**config.mk**
```make
export PLATFORM = sky130hd
export DESIGN_NAME = spike_threshold_scheduler
export DESIGN_NICKNAME = d
export VERILOG_FILES = /design/src/rtl/spike_threshold_scheduler.sv
export SDC_FILE = /design/constraint.sdc
export NUM_CORES = 1
export LEC_CHECK = 0
export CORE_MARGIN = 1.5
export CORE_UTILIZATION = 44
export DETAILED_ROUTE_END_ITERATION = 12
export GPL_TIMING_DRIVEN = 1
export HOLD_SLACK_MARGIN = 0.1
export PLACE_DENSITY = 0.85
export SKIP_CTS_REPAIR_TIMING = 1
export SLEW_MARGIN = 5
export SYNTH_ARGS = -nofsm -noshare
export SYNTH_HDL_FRONTEND = slang
export SYNTH_SLANG_ARGS = --single-unit
```
**constraint.sdc**
```tcl
create_clock -name clk -period 2.4 [get_ports clk]
set_input_delay 0.36 -clock clk [delete_from_list [all_inputs] [get_ports clk]]
set_output_delay 0.36 -clock clk [all_outputs]
set_load 0.005 [all_outputs]
```
**src/rtl/spike_threshold_scheduler.sv**
```systemverilog
// Scans NUM_NEURONS membrane potentials through one shared FP comparator,
// flags spikes and writes the reset potential back for neurons that fired.
module spike_threshold_scheduler #(
  parameter int NUM_NEURONS = 16,
  parameter int ADDR_W      = 4,
  parameter int CNT_W       = 5
) (
  input  logic                   clk,
  input  logic                   rst,
  input  logic                   start,
  input  logic [31:0]            threshold,
  input  logic [31:0]            v_reset,
  output logic                   mem_rd_en,
  output logic                   mem_wr_en,
  output logic [ADDR_W-1:0]      mem_addr,
  output logic [31:0]            mem_wr_data,
  input  logic [31:0]            mem_rd_data,
  output logic [31:0]            cmp_a,
  output logic [31:0]            cmp_b,
  input  logic                   cmp_lt,
  output logic                   busy,
  output logic                   done,
  output logic [NUM_NEURONS-1:0] spike_vec,
  output logic [CNT_W-1:0]       spike_count
);

  // state | meaning
  // IDLE  | waiting for start; latches threshold/v_reset on acceptance
  // READ  | read strobe for neuron idx is on the RAM port
  // CMP   | read data valid, spike decision captured
  // WB    | reset-potential write (if fired), advance or finish
  // DONE  | one-cycle done pulse
  typedef enum logic [2:0] {IDLE, READ, CMP, WB, DONE} state_t;

  localparam logic [ADDR_W-1:0] LAST_IDX = ADDR_W'(NUM_NEURONS - 1);

  state_t            state;
  logic [31:0]       thr_q;
  logic [31:0]       vr_q;
  logic [ADDR_W-1:0] idx;
  logic              fire;

  assign cmp_a = mem_rd_data;
  assign cmp_b = thr_q;

  always_ff @(posedge clk) begin
    if (rst) begin
      state       <= IDLE;
      thr_q       <= '0;
      vr_q        <= '0;
      idx         <= '0;
      fire        <= 1'b0;
      busy        <= 1'b0;
      done        <= 1'b0;
      mem_rd_en   <= 1'b0;
      mem_wr_en   <= 1'b0;
      mem_addr    <= '0;
      mem_wr_data <= '0;
      spike_vec   <= '0;
      spike_count <= '0;
    end else begin
      // strobes and their address/data are pulses; each state re-asserts what it needs
      mem_rd_en   <= 1'b0;
      mem_wr_en   <= 1'b0;
      mem_addr    <= '0;
      mem_wr_data <= '0;
      done        <= 1'b0;
      case (state)
        IDLE: begin
          if (start) begin
            thr_q       <= threshold;
            vr_q        <= v_reset;
            spike_vec   <= '0;
            spike_count <= '0;
            idx         <= '0;
            busy        <= 1'b1;
            mem_rd_en   <= 1'b1;
            mem_addr    <= '0;
            state       <= READ;
          end
        end
        READ: state <= CMP;
        CMP: begin
          fire <= ~cmp_lt;
          if (!cmp_lt) begin
            mem_wr_en   <= 1'b1;
            mem_addr    <= idx;
            mem_wr_data <= vr_q;
          end
          state <= WB;
        end
        WB: begin
          if (fire) begin
            spike_vec[idx] <= 1'b1;
            spike_count    <= spike_count + CNT_W'(1);
          end
          if (idx == LAST_IDX) begin
            busy  <= 1'b0;
            done  <= 1'b1;
            state <= DONE;
          end else begin
            idx       <= idx + ADDR_W'(1);
            mem_rd_en <= 1'b1;
            mem_addr  <= idx + ADDR_W'(1);
            state     <= READ;
          end
        end
        DONE: state <= IDLE;
        default: state <= IDLE;
      endcase
    end
  end

endmodule

```
==> metrics.csv <==
stage;metric;value;unit
power_and_ir_drop;internal_power;3980;uW
clocking;cts_buffer_depth;2;
worst_setup_path;r2r_cells;3;
floorplan;dieArea;0.0117;mm^2
timing;clock.fmax;0.521;GHz
timing;worst_slew_pin_slew;1160;ps
power_and_ir_drop;power_frac_comb;0.124;
yosys;synth_seq_area_share;0.546;
floorplan;initial_core_util;0.450;
yosys;synth_nets;649;
clocking;numCtsBuffers;17;
floorplan;rows;38;
floorplan;die_h;108;um
yosys;synthFlopType;dfxtp_1;
timing;relSlewSlack;0.221;
flow_run;drv_cap;0;
clocking;htreeDepth;4;
detailed_routing;ant_nets;0;
floorplan;die_w;108;um
timing;finalSetupViolCount;0;
detailed_routing;routed_via_density;5.03;
timing;finalSetupTns;0;ps
detailed_routing;wire_per_inst;14.8;um
worst_setup_path;cp.depth;3;
worst_setup_path;critPathTopFamily;simple AND/OR/NAND/NOR gates;
yosys;ys_ff_latch;133;
layout;final_net_count;763;
layout;fillers;887;
power_and_ir_drop;switching_share;0.268;
clocking;worst_skew_pair.late_latency;510;ps
worst_setup_path;required;2850;ps
layout;final_cells;811;
place;place_hpwl;8100;um
timing;hold_ws;323;ps
clocking;cts.sinks;133;
grt;antenna_found_initial;0;
timing;period_needed;1920;ps
place;io_buffers;160;
grt;grt.total_usage;0.202;
yosys;syn-cell-area;0.00487;mm^2
worst_setup_path;worstPathArrival;2370;ps
timing;rsz0062_at_grt;false;
clocking;clk_pin_slew_worst_paths;60;ps
floorplan;io_pins;225;
timing;setup_slack;480;ps
yosys;synth-edff-count;0;
power_and_ir_drop;power_switching;1460;uW
layout;area_growth;40.4;%
grt;grt_pass1_wl;18200;um
power_and_ir_drop;power_density;794;mW/mm^2
hold_path;hp-class;in2reg;
worst_setup_path;critPathMaxStageDelay;890;ps
detailed_routing;vias;4083;
timing;hold_viol;0;
grt;first_global_vias;3846;
place;pre_cts_ws;203;ps
place;place_congestion;0.774;
yosys;ys_types;42;
layout;drive_gt1_frac;0.0686;
detailed_routing;drc_errors;0;
grt;grt_overflow;0;
worst_setup_path;cp_slowest_cell;nor2_1;
timing;fin_crit_sh;0.800;
worst_setup_path;crit_path_max_fanout;17;
worst_setup_path;worst-setup-path-type;reg2reg;
hold_path;worst_hold_path.num_cells;2;
timing;maxSlewViolCount;0;
power_and_ir_drop;peakVddDrop;434;uV
worst_setup_path;path_cells;nor4b_4 -> nor2_1 -> a22o_1;
worst_setup_path;critPathBufInv;0;
outcome;status;finished clean;
yosys;syn_area_per_cell;8.96;um^2
worst_setup_path;critPathLaunchType;flop;
power_and_ir_drop;p_leak;0.00251;uW
layout;n_antenna_cell;0;
layout;fin_util;0.631;
timing;clock_skew;9.75;ps
yosys;async_reset_ff_frac;0;
clocking;cts_root_buffer;clkbuf_8;
detailed_routing;firstDrtPassIters;5;
grt;grt_max_degree;71;
yosys;synth_warnings;0;
detailed_routing;drt_iter0_drc;315;
worst_setup_path;cp-end-kind;flop;
yosys;synth_cells;544;
detailed_routing;wl;12000;um
layout;mostFrequentLayoutCell;clkdlybuf4s50_1;
layout;multi_input_area;0.00179;mm^2
power_and_ir_drop;p_seq_frac;0.444;
power_and_ir_drop;p_clk_frac;0.432;
floorplan;fp.coreArea;0.0108;mm^2
layout;final_cell_mix;clkdlybuf4s50_1, nand2_1, dfxtp_1;
place;dp_cells;779;
clocking;cts_tree;done;
layout;ff_latch_area;0.00266;mm^2
## routing by layer
layer,track usage,vias to the layer above,wire (um)
met5,0,-,0
met4,0.111,0,341
met3,0.0542,39,846
met2,0.336,165,5850
met1,0.236,1884,4960
li1,-,1995,-
## sequential cells by signal (all words and copies together), names as in the netlist
name and cells:
idx 4, fire 1, vr_q 32, spike_vec 16, done 1, mem_wr_data 32, mem_wr_en 1, busy 1
cmp_b 32, spike_count 5, state 3, mem_addr 4, mem_rd_en 1
## stage by stage
step | power, uW | cell area [um^2]
floorplan | 2850 | 4870
global placement | 3110 | 6300
detailed placement | 3130 | 6300
CTS | 5490 | 6840
global route | 5670 | 6840
finish | 5440 | 6840
## synth_stat cells (2+ instances only)
cell type / n / area share
buf_2: 7 / 0.0072
nand2_1: 137 / 0.11
ha_1: 5 / 0.013
o21a_1: 8 / 0.012
a21oi_1: 80 / 0.082
or4_1: 2 / 0.0031
a211oi_1: 5 / 0.0077
nor3_1: 5 / 0.0051
a22o_1: 8 / 0.014
buf_6: 2 / 0.0046
and3b_1: 2 / 0.0036
a31oi_1: 2 / 0.0026
o21ai_0: 5 / 0.0051
buf_4: 33 / 0.051
dfxtp_1: 133 / 0.55
nand2b_1: 3 / 0.0039
nand3_1: 12 / 0.012
nor3b_1: 3 / 0.0046
o211ai_1: 4 / 0.0062
nor2_1: 5 / 0.0039
inv_1: 3 / 0.0023
clkbuf_1: 28 / 0.022
a22oi_1: 2 / 0.0031
and2_1: 32 / 0.041
## cells by family (layout without fill, tap and decap cells)
group	count (synthesis)	after routing	share of synthesized area
AO/OA/AOI/OAI	118	118	0.143
buffers and inverters	73	200	0.0865
XOR/XNOR	2	2	0.00360
flip-flops	133	133	0.546
AND/OR/NAND/NOR	213	213	0.208
adder cells (fa/ha/maj)	5	5	0.0128
## worst paths after layout
check                   startpoint                         end  slack (ps)
max reg2reg  state[1]$_SDFFE_PP0P_   spike_vec[8]$_SDFFE_PP0P_         480
max          state[1]$_SDFFE_PP0P_   spike_vec[8]$_SDFFE_PP0P_         480
min reg2reg  vr_q[13]$_SDFFE_PP0P_  mem_wr_data[13]$_SDFF_PP0_         450
min                            rst           fire$_SDFFE_PP0P_         320
## power by group through the flow
stage / clock (uW) / combinational, uW / sequential (uW)
detailed placement: 0 / 675 / 2460
floorplan: 0 / 410 / 2440
global route: 2500 / 746 / 2430
global placement: 0 / 656 / 2450
CTS: 2400 / 682 / 2410
finish: 2350 / 673 / 2410
## cell type report
class,instances,share of cell area
clock buffer,17,0.0605
timing repair buffer,165,0.242
multi-input combinational,338,0.261
tap,140,0.0256
sequential,133,0.389
inverter,3,0.00165
clock inverter,15,0.0194
Power figures use the tool's default switching activity.
